===== src/rtl/pll_pkg.sv =====
// Shared types and helpers for the PLL digital loop controller.
package pll_pkg;

    typedef enum logic [1:0] {IDLE, ACQ, TRACK, LOCKED} loop_state_t;

    function automatic int unsigned midscale(input int unsigned nbits);
        return 32'd1 << (nbits - 1);
    endfunction

    // Add a signed step and clamp the result to [0, hi].
    function automatic int sat_add(input int a, input int b, input int hi);
        int s;
        s = a + b;
        if (s < 0) return 0;
        if (s > hi) return hi;
        return s;
    endfunction

endpackage


===== src/rtl/pll_sat_accum.sv =====
// Saturating loop integrator: clear, load, or +/-STEP with rail flag.
// acc_nxt_o exposes the post-update value so the owner can act on it in the same edge.
module pll_sat_accum
    import pll_pkg::*;
#(
    parameter int W    = 9,
    parameter int STEP = 1
) (
    input  logic         clk_i,
    input  logic         nrst_i,
    input  logic         clr_i,
    input  logic         load_i,
    input  logic [W-1:0] load_val_i,
    input  logic         step_en_i,
    input  logic         step_up_i,
    output logic [W-1:0] acc_o,
    output logic [W-1:0] acc_nxt_o,
    output logic         sat_o
);

    localparam int TOP = (1 << W) - 1;

    logic [W-1:0] acc_q, acc_d;
    logic         sat_q, sat_d;

    always_comb begin
        acc_d = acc_q;
        sat_d = sat_q;
        if (clr_i) begin
            acc_d = '0;
            sat_d = 1'b0;
        end else if (load_i) begin
            acc_d = load_val_i;
            sat_d = 1'b0;
        end else if (step_en_i) begin
            acc_d = W'(sat_add(int'({1'b0, acc_q}), step_up_i ? STEP : -STEP, TOP));
            sat_d = (acc_d == '0) || (acc_d == '1);
        end
    end

    always_ff @(posedge clk_i) begin
        if (!nrst_i) begin
            acc_q <= '0;
            sat_q <= 1'b0;
        end else begin
            acc_q <= acc_d;
            sat_q <= sat_d;
        end
    end

    assign acc_o     = acc_q;
    assign acc_nxt_o = acc_d;
    assign sat_o     = sat_q;

endmodule


===== src/rtl/pll_loop_ctrl.sv =====
// DCO fine-word loop controller: SAR coarse acquisition, then PI tracking
// with lock detection driven by bang-bang phase-detector samples.
module pll_loop_ctrl
    import pll_pkg::*;
#(
    parameter int NUM_BITS  = 5,
    parameter int FRAC_BITS = 4,
    parameter int KI        = 1,
    parameter int KP        = 1,
    parameter int DECIM     = 7,
    parameter int LOCK_CNT  = 32
) (
    input  logic                clk_i,
    input  logic                nrst_i,
    input  logic                en_i,
    input  logic                pd_valid_i,
    input  logic                pd_late_i,
    output logic [NUM_BITS-1:0] dfine_o,
    output logic                lock_o,
    output logic                sat_o
);

    localparam int W  = NUM_BITS + FRAC_BITS;
    localparam int BW = (NUM_BITS > 1) ? $clog2(NUM_BITS) : 1;
    localparam int DMAX = (1 << NUM_BITS) - 1;
    localparam logic [NUM_BITS-1:0] MID      = NUM_BITS'(midscale(NUM_BITS));
    localparam logic [W-1:0]        HALF     = W'(1 << (FRAC_BITS - 1));
    localparam logic [4:0]          DEC_LAST = 5'(DECIM - 1);
    localparam logic [7:0]          LOCK_TGT = 8'(LOCK_CNT);

    loop_state_t         state_q;
    logic [NUM_BITS-1:0] dfine_q, ref_q;
    logic                lock_q;
    logic signed [5:0]   vote_q;
    logic [4:0]          dec_cnt_q;
    logic [BW-1:0]       bit_q;
    logic [7:0]          lock_cnt_q;

    logic                active;
    logic signed [5:0]   vote_nxt;
    logic                last_smp;
    logic [NUM_BITS-1:0] sar_word, sar_next, dfine_trk;
    logic [W-1:0]        acc, acc_nxt, load_val;
    logic [NUM_BITS-1:0] hi_cur, hi_nxt;
    logic                acc_load, acc_step, lost;
    int                  hi_diff;

    assign active = nrst_i && en_i;

    always_comb begin
        vote_nxt = vote_q + (pd_late_i ? 6'sd1 : -6'sd1);
        last_smp = (dec_cnt_q == DEC_LAST);
        sar_word = dfine_q;
        if (vote_nxt <= 6'sd0) sar_word[bit_q] = 1'b0;
        sar_next = sar_word;
        if (bit_q != '0) sar_next[bit_q - 1'b1] = 1'b1;
        load_val = W'({sar_word, {FRAC_BITS{1'b0}}}) + HALF;
    end

    assign acc_load = active && (state_q == ACQ) && pd_valid_i && last_smp && (bit_q == '0);
    assign acc_step = active && ((state_q == TRACK) || (state_q == LOCKED)) && pd_valid_i;

    pll_sat_accum #(.W(W), .STEP(KI)) u_accum (
        .clk_i      (clk_i),
        .nrst_i     (nrst_i),
        .clr_i      (!en_i),
        .load_i     (acc_load),
        .load_val_i (load_val),
        .step_en_i  (acc_step),
        .step_up_i  (pd_late_i),
        .acc_o      (acc),
        .acc_nxt_o  (acc_nxt),
        .sat_o      (sat_o)
    );

    // Proportional kick follows the sign of the sample just consumed.
    always_comb begin
        hi_cur    = acc[W-1:FRAC_BITS];
        hi_nxt    = acc_nxt[W-1:FRAC_BITS];
        dfine_trk = NUM_BITS'(sat_add(int'({1'b0, hi_nxt}), pd_late_i ? KP : -KP, DMAX));
        hi_diff   = int'({1'b0, hi_nxt}) - int'({1'b0, ref_q});
        lost      = (hi_diff > 1) || (hi_diff < -1);
    end

    always_ff @(posedge clk_i) begin
        if (!active) begin
            state_q    <= IDLE;
            dfine_q    <= MID;
            lock_q     <= 1'b0;
            vote_q     <= '0;
            dec_cnt_q  <= '0;
            bit_q      <= '0;
            lock_cnt_q <= '0;
            ref_q      <= '0;
        end else begin
            case (state_q)
                IDLE: begin
                    state_q <= ACQ;
                    bit_q   <= BW'(NUM_BITS - 1);
                    dfine_q <= MID;
                end
                ACQ: if (pd_valid_i) begin
                    if (last_smp) begin
                        vote_q    <= '0;
                        dec_cnt_q <= '0;
                        if (bit_q == '0) begin
                            state_q    <= TRACK;
                            dfine_q    <= sar_word;
                            lock_cnt_q <= '0;
                        end else begin
                            dfine_q <= sar_next;
                            bit_q   <= bit_q - 1'b1;
                        end
                    end else begin
                        vote_q    <= vote_nxt;
                        dec_cnt_q <= dec_cnt_q + 5'd1;
                    end
                end
                TRACK: if (pd_valid_i) begin
                    dfine_q <= dfine_trk;
                    if (hi_nxt == hi_cur) begin
                        lock_cnt_q <= lock_cnt_q + 8'd1;
                        if (lock_cnt_q + 8'd1 == LOCK_TGT) begin
                            state_q <= LOCKED;
                            lock_q  <= 1'b1;
                            ref_q   <= hi_nxt;
                        end
                    end else begin
                        lock_cnt_q <= '0;
                    end
                end
                LOCKED: if (pd_valid_i) begin
                    dfine_q <= dfine_trk;
                    if (lost) begin
                        state_q    <= TRACK;
                        lock_q     <= 1'b0;
                        lock_cnt_q <= '0;
                    end
                end
                default: state_q <= IDLE;
            endcase
        end
    end

    assign dfine_o = dfine_q;
    assign lock_o  = lock_q;

endmodule

===== config.mk =====
export PLATFORM = sky130hd
export DESIGN_NAME = pll_loop_ctrl
export DESIGN_NICKNAME = d
export VERILOG_FILES = /design/src/rtl/pll_pkg.sv /design/src/rtl/pll_sat_accum.sv /design/src/rtl/pll_loop_ctrl.sv
export SDC_FILE = /design/constraint.sdc
export NUM_CORES = 1
export LEC_CHECK = 0
export BUFFER_PORTS_ARGS = -buffer_cell sky130_fd_sc_hd__buf_2
export CAP_MARGIN = 10
export CORE_ASPECT_RATIO = 1.75
export CORE_UTILIZATION = 32
export CTS_BUF_LIST = sky130_fd_sc_hd__clkbuf_16
export CTS_CLUSTER_DIAMETER = 50
export CTS_CLUSTER_SIZE = 8
export DETAILED_ROUTE_END_ITERATION = 12
export PLACE_DENSITY = 0.56
export SETUP_SLACK_MARGIN = 0.3
export SLEW_MARGIN = 20
export SYNTH_ARGS = -nofsm -noshare
export SYNTH_HDL_FRONTEND = slang
export SYNTH_HIERARCHICAL = 1
export SYNTH_SLANG_ARGS = --single-unit

===== constraint.sdc =====
create_clock -name clk_i -period 14.9 [get_ports clk_i]
set_input_delay 2.235 -clock clk_i [delete_from_list [all_inputs] [get_ports clk_i]]
set_output_delay 2.235 -clock clk_i [all_outputs]
set_load 0.01 [all_outputs]

==> run_results.csv, run 1 <==
group,metric,value,unit
run_status,status,"finished clean",
route,firstDrtPassIters,6,
grt,grt_pass1_wl,18600,um
critical_path,endpoint_kind,"register",
yosys,syn_inst,548,
critical_path,crit_path_start,"pd_late_i",
floorplan,io_pins,12,
place,portBuffers,11,
route,drtIter0Drc,178,
critical_path,cp_slowest_cell,"or4b_4",
critical_path,cpLargestDelayFamily,"simple AND/OR/NAND/NOR gates",
timing,fin_crit_sh,62.5,%
timing,setup_viol,0,
timing,tns,0,ns
layout,drive_gt1_share,8.00,%
timing,rsz0062_at_grt,"false",
yosys,syn_avg_cell_area,7.86,um^2
place,place.gp.congestion,0.933,
clock_network,clk_pin_slew_worst_paths,0.07,ns
layout,diodes,0,
layout,final_cell_mix,"nor2_1 (53), ha_1 (48), dfxtp_1 (45), a21oi_1 (39), nand2_1 (37)",
clock_network,ctsLongestPathBuffers,2,
layout,syn_to_final_growth,8.45,%
timing,slew_headroom,44.7,%
grt,track_usage,16.9,%
clock_network,htreeDepth,2,
layout,layout_commonest_cell,"nor2_1",
route,drcViolationCount,0,
route,wl_per_cell,15.8,um
floorplan,dieArea,13900,um^2
route,dr_total_vias,4088,
hold_path,hold_path_class,"register to register",
power,peakVddDrop,62.2,uV
floorplan,start_util,33.1,%
route,postRouteAntennaNets,0,
yosys,netlist_area,4310,um^2
yosys,yosysWarnings,6,
route,vias_per_cell,5.67,
grt,overflow,0,
timing,hold_violations,0,
critical_path,arrival,9.47,ns
clock_network,postCtsSetupRepairBufs,0,
grt,antenna_found_initial,0,
critical_path,max_stage_delay,0.55,ns
clock_network,cts_tree,"built",
floorplan,die_w,89.7,um
floorplan,dieHeight,155,um
clock_network,cts_buffers,5,
critical_path,regToRegStartpoint,"u_accum/acc_o[0]",
clock_network,cts_resized,0,
timing,worst_pin_slew,0.829,ns
floorplan,num_rows,55,
grt,grt_pass1_vias,3936,
critical_path,crit_type,"input port to register",
clock_network,cts_root_buf,"clkbuf_16",
route,wl,11400,um
timing,holdWs,0.466,ns
clock_network,postCtsHoldBufs,0,
critical_path,path_common_cell,"ha_1",
timing,fin_skew,0.00637,ns
timing,min_period,9.31,ns
clock_network,clock_latency,0.29,ns
power,power.leakage,1.73,nW
timing,drv_slew,0,
critical_path,cp_max_fo,22,
run,cap_violations,0,
critical_path,startpoint_type,"input port",
place,hpwlAfterDp,8740,um
critical_path,crit_buf_inv,2,
grt,grt_start_max_net_pins,32,
clock_network,clock-sinks,45,
critical_path,worst_ep_required_time,15.06,ns
floorplan,core_area,13000,um^2
hold_path,worstHoldStart,"vote_q[3]",
timing,max_freq,0.107,GHz
power,p_per_area,58.4,nW/um^2
layout,fin_nets,607,
flip-flops by register name (all words and copies together) (netlist names):
register,cells
u_accum/acc_o,9
lock_cnt_q,8
vote_q,6
dec_cnt_q,5
dfine_o,5
ref_q,5
bit_q,3
state_q,2
lock_o,1
u_accum/sat_o,1
worst reg2reg max path: stages, from the launching register on:
cell	delay (ns)
dfxtp_1	0.46
fa_1	0.27
a211oi_1	0.12
o21ai_0	0.38
a31oi_1	0.19
or2_2	0.30
ha_1	0.19
or4b_4	0.55
nor4_4	0.32
nand4b_1	0.19
o221ai_4	0.37
a21oi_1	0.13
a211oi_1	0.33
nor3_1	0.18
ha_1	0.38
nand3_1	0.14
nand2_1	0.12
a21oi_1	0.07
nor2_1	0.21
o21ai_0	0.16
ha_1	0.32
nor4b_1	0.30
nand4_1	0.19
a2111oi_4	0.41
a21oi_1	0.14
nor3_1	0.21
o22ai_1	0.10
metal layers:
layer / up-vias / wire [um] / GRT usage, %
met4: 0 / 475 / 8.77
met1: 1939 / 4640 / 19.5
li1: 2032 / - / -
met2: 95 / 5870 / 29.7
met5: - / 0 / 0
met3: 22 / 374 / 1.91
metrics by stage:
step	power [mW]	setup slack (ns)	utilization, %	cell area (um^2)	std cells
6_report	0.273	5.59	35.9	4670	721
3_3_place_gp	0.163	5.55	34.8	4530	714
5_1_grt	0.285	4.97	35.9	4670	721
2_1_floorplan	0.154	6.65	-	4310	550
4_1_cts	0.277	5.63	35.9	4670	721
3_5_place_dp	0.164	5.33	34.8	4530	714
area by class of cell:
class | count | area [um^2]
inverters | 28 | 105
multi-input cells | 456 | 3240
clock inverters | 2 | 12.5
fillers | 1371 | 8340
flip-flops and latches | 45 | 901
repair buffers | 14 | 77.6
clock buffers | 5 | 125
well taps | 171 | 214
where the power goes:
group	internal, mW	switching [mW]
clock network	0.0611	0.0499
logic	0.0133	0.0243
registers	0.121	0.00296
total	0.196	0.0771
final timing paths:
check	slack [ns]	to	cells after the start
max reg2reg	8.06	dfine_o[1]	26
max	5.59	dfine_o[1]	28
min reg2reg	0.47	vote_q[3]	2
min	0.47	vote_q[3]	2
No activity file was read; power rests on OpenSTA's default activity.
==> inputs of run 2 (changes only) <==
- clock period: 14.9 -> 9.4 ns (I/O delays scaled with it)
==> run_results.csv, run 2 (synthesized netlist as in run 1, its figures left out) <==
group,metric,value,unit
run_status,status,"finished clean",
timing,tns,0,ns
critical_path,max_stage_delay,0.49,ns
layout,fin_nets,610,
grt,antenna_found_initial,0,
clock_network,htreeDepth,2,
layout,utilization,36.1,%
critical_path,cp_max_fo,19,
layout,seqCellArea,901,um^2
route,wl_per_cell,15.8,um
route,wl,11500,um
power,pwr-share-clk,42.0,%
power,peakVddDrop,70.8,uV
layout,final_cell_mix,"nor2_1 (53), ha_1 (48), dfxtp_1 (45), a21oi_1 (39), nand2_1 (37)",
timing,rsz0062_at_grt,"false",
route,postRouteAntennaNets,0,
grt,grt_pass1_vias,3932,
clock_network,clk_pin_slew_worst_paths,0.07,ns
hold_path,hold_path_class,"register to register",
floorplan,io_pins,12,
layout,layout_commonest_cell,"nor2_1",
critical_path,startpoint_type,"input port",
place,place.gp.congestion,0.915,
layout,multi_input_area,3230,um^2
place,placed_cell_area,4550,um^2
floorplan,start_util,33.1,%
route,vias_per_cell,5.64,
power,p_sw_share,29.4,%
floorplan,core_area,13000,um^2
power,p_total,444,uW
grt,grt_pass1_wl,19000,um
power,power_frac_seq,44.4,%
grt,track_usage,17.3,%
place,hpwlAfterDp,8790,um
floorplan,die_w,89.7,um
critical_path,worst_ep_required_time,9.56,ns
clock_network,postCtsSetupRepairBufs,0,
grt,overflow,0,
timing,drv_slew,0,
timing,slew_headroom,45.7,%
route,drtIter0Drc,219,
floorplan,dieArea,13900,um^2
layout,nFillCells,1365,
critical_path,arrival,8.38,ns
layout,largest_register_ffs,9,
clock_network,cts_buffers,5,
clock_network,postCtsHoldBufs,0,
timing,fin_skew,0.00733,ns
timing,min_period,8.22,ns
place,portBuffers,11,
power,p_per_area,94.4,nW/um^2
timing,max_freq,0.122,GHz
timing,setup_viol,0,
route,dr_total_vias,4091,
power,internal-power,313,uW
timing,fin_crit_sh,87.4,%
power,p_sw,130,uW
floorplan,dieHeight,155,um
layout,drive_gt1_share,8.66,%
clock_network,ctsLongestPathBuffers,2,
power,power.leakage,1.75,nW
route,drcViolationCount,0,
route,firstDrtPassIters,4,
clock_network,cts_tree,"built",
layout,diodes,0,
clock_network,clock-sinks,45,
critical_path,crit_type,"input port to register",
critical_path,cp_slowest_cell,"or4b_4",
power,combPwrFrac,13.6,%
floorplan,num_rows,55,
grt,grt_start_max_net_pins,32,
clock_network,cts_root_buf,"clkbuf_16",
timing,hold_violations,0,
critical_path,endpoint_kind,"register",
layout,final_area,4700,um^2
layout,syn_to_final_growth,9.06,%
timing,holdWs,0.461,ns
clock_network,clock_latency,0.30,ns
timing,worst_pin_slew,0.808,ns
run,cap_violations,0,
-- run 2: final timing paths --
path                                  startpoint         end  slack [ns]  cells past startpoint
worst max register to register  u_accum/acc_o[7]  dfine_o[1]        2.68                     25
worst min register to register         vote_q[3]   vote_q[3]        0.46                      2
worst max-delay path                   pd_late_i  dfine_o[1]        1.18                     29
worst min-delay path                   vote_q[3]   vote_q[3]        0.46                      2
-- run 2: final cells by class --
cell class | count | share of cell area [%]
clock inverters | 3 | 0.453
well taps | 171 | 4.56
inverters | 28 | 2.24
repair buffers | 17 | 2.13
flip-flops and latches | 45 | 19.2
multi-input cells | 456 | 68.8
clock buffers | 5 | 2.66
-- run 2: power by group through the flow --
| stage | registers, mW | logic (mW) | clock network [mW] |
|---|---|---|---|
| 3_5_place_dp | 0.201 | 0.0596 | 0 |
| 6_report | 0.197 | 0.0602 | 0.186 |
| 2_1_floorplan | 0.199 | 0.0458 | 0 |
| 4_1_cts | 0.197 | 0.0599 | 0.191 |
| 3_3_place_gp | 0.201 | 0.0582 | 0 |
| 5_1_grt | 0.197 | 0.0671 | 0.198 |
-- run 2: what timing repair did --
action                     in CTS  in global routing
gates resized for setup         0                  1
setup endpoints to repair       0                  1
hold endpoints to repair        0                  0
-- run 2: through the flow --
step                      std cells  worst slack, ns
after CTS                       725             1.09
after floorplan                 550             1.97
after detailed placement        717            0.836
after global placement          717             1.01
after global routing            725            0.423
final                           725             1.18
-- run 2: worst max-delay path, delay by kind of cell --
kind / cells / cell delay [ns]
fa+ha+maj: 4 / 1.28
simple gates: 10 / 2.27
buf+inv: 3 / 0.82
compound gates: 12 / 2.55
-- run 2: per-layer routing --
layer  part of all wire [%]  GRT usage (%)  vias up
met5                      0              0        -
met4                    5.0           9.45        0
met3                    2.4           1.70       29
met2                     51           30.3       63
met1                     42           20.1     1963
li1                       -              -     2036
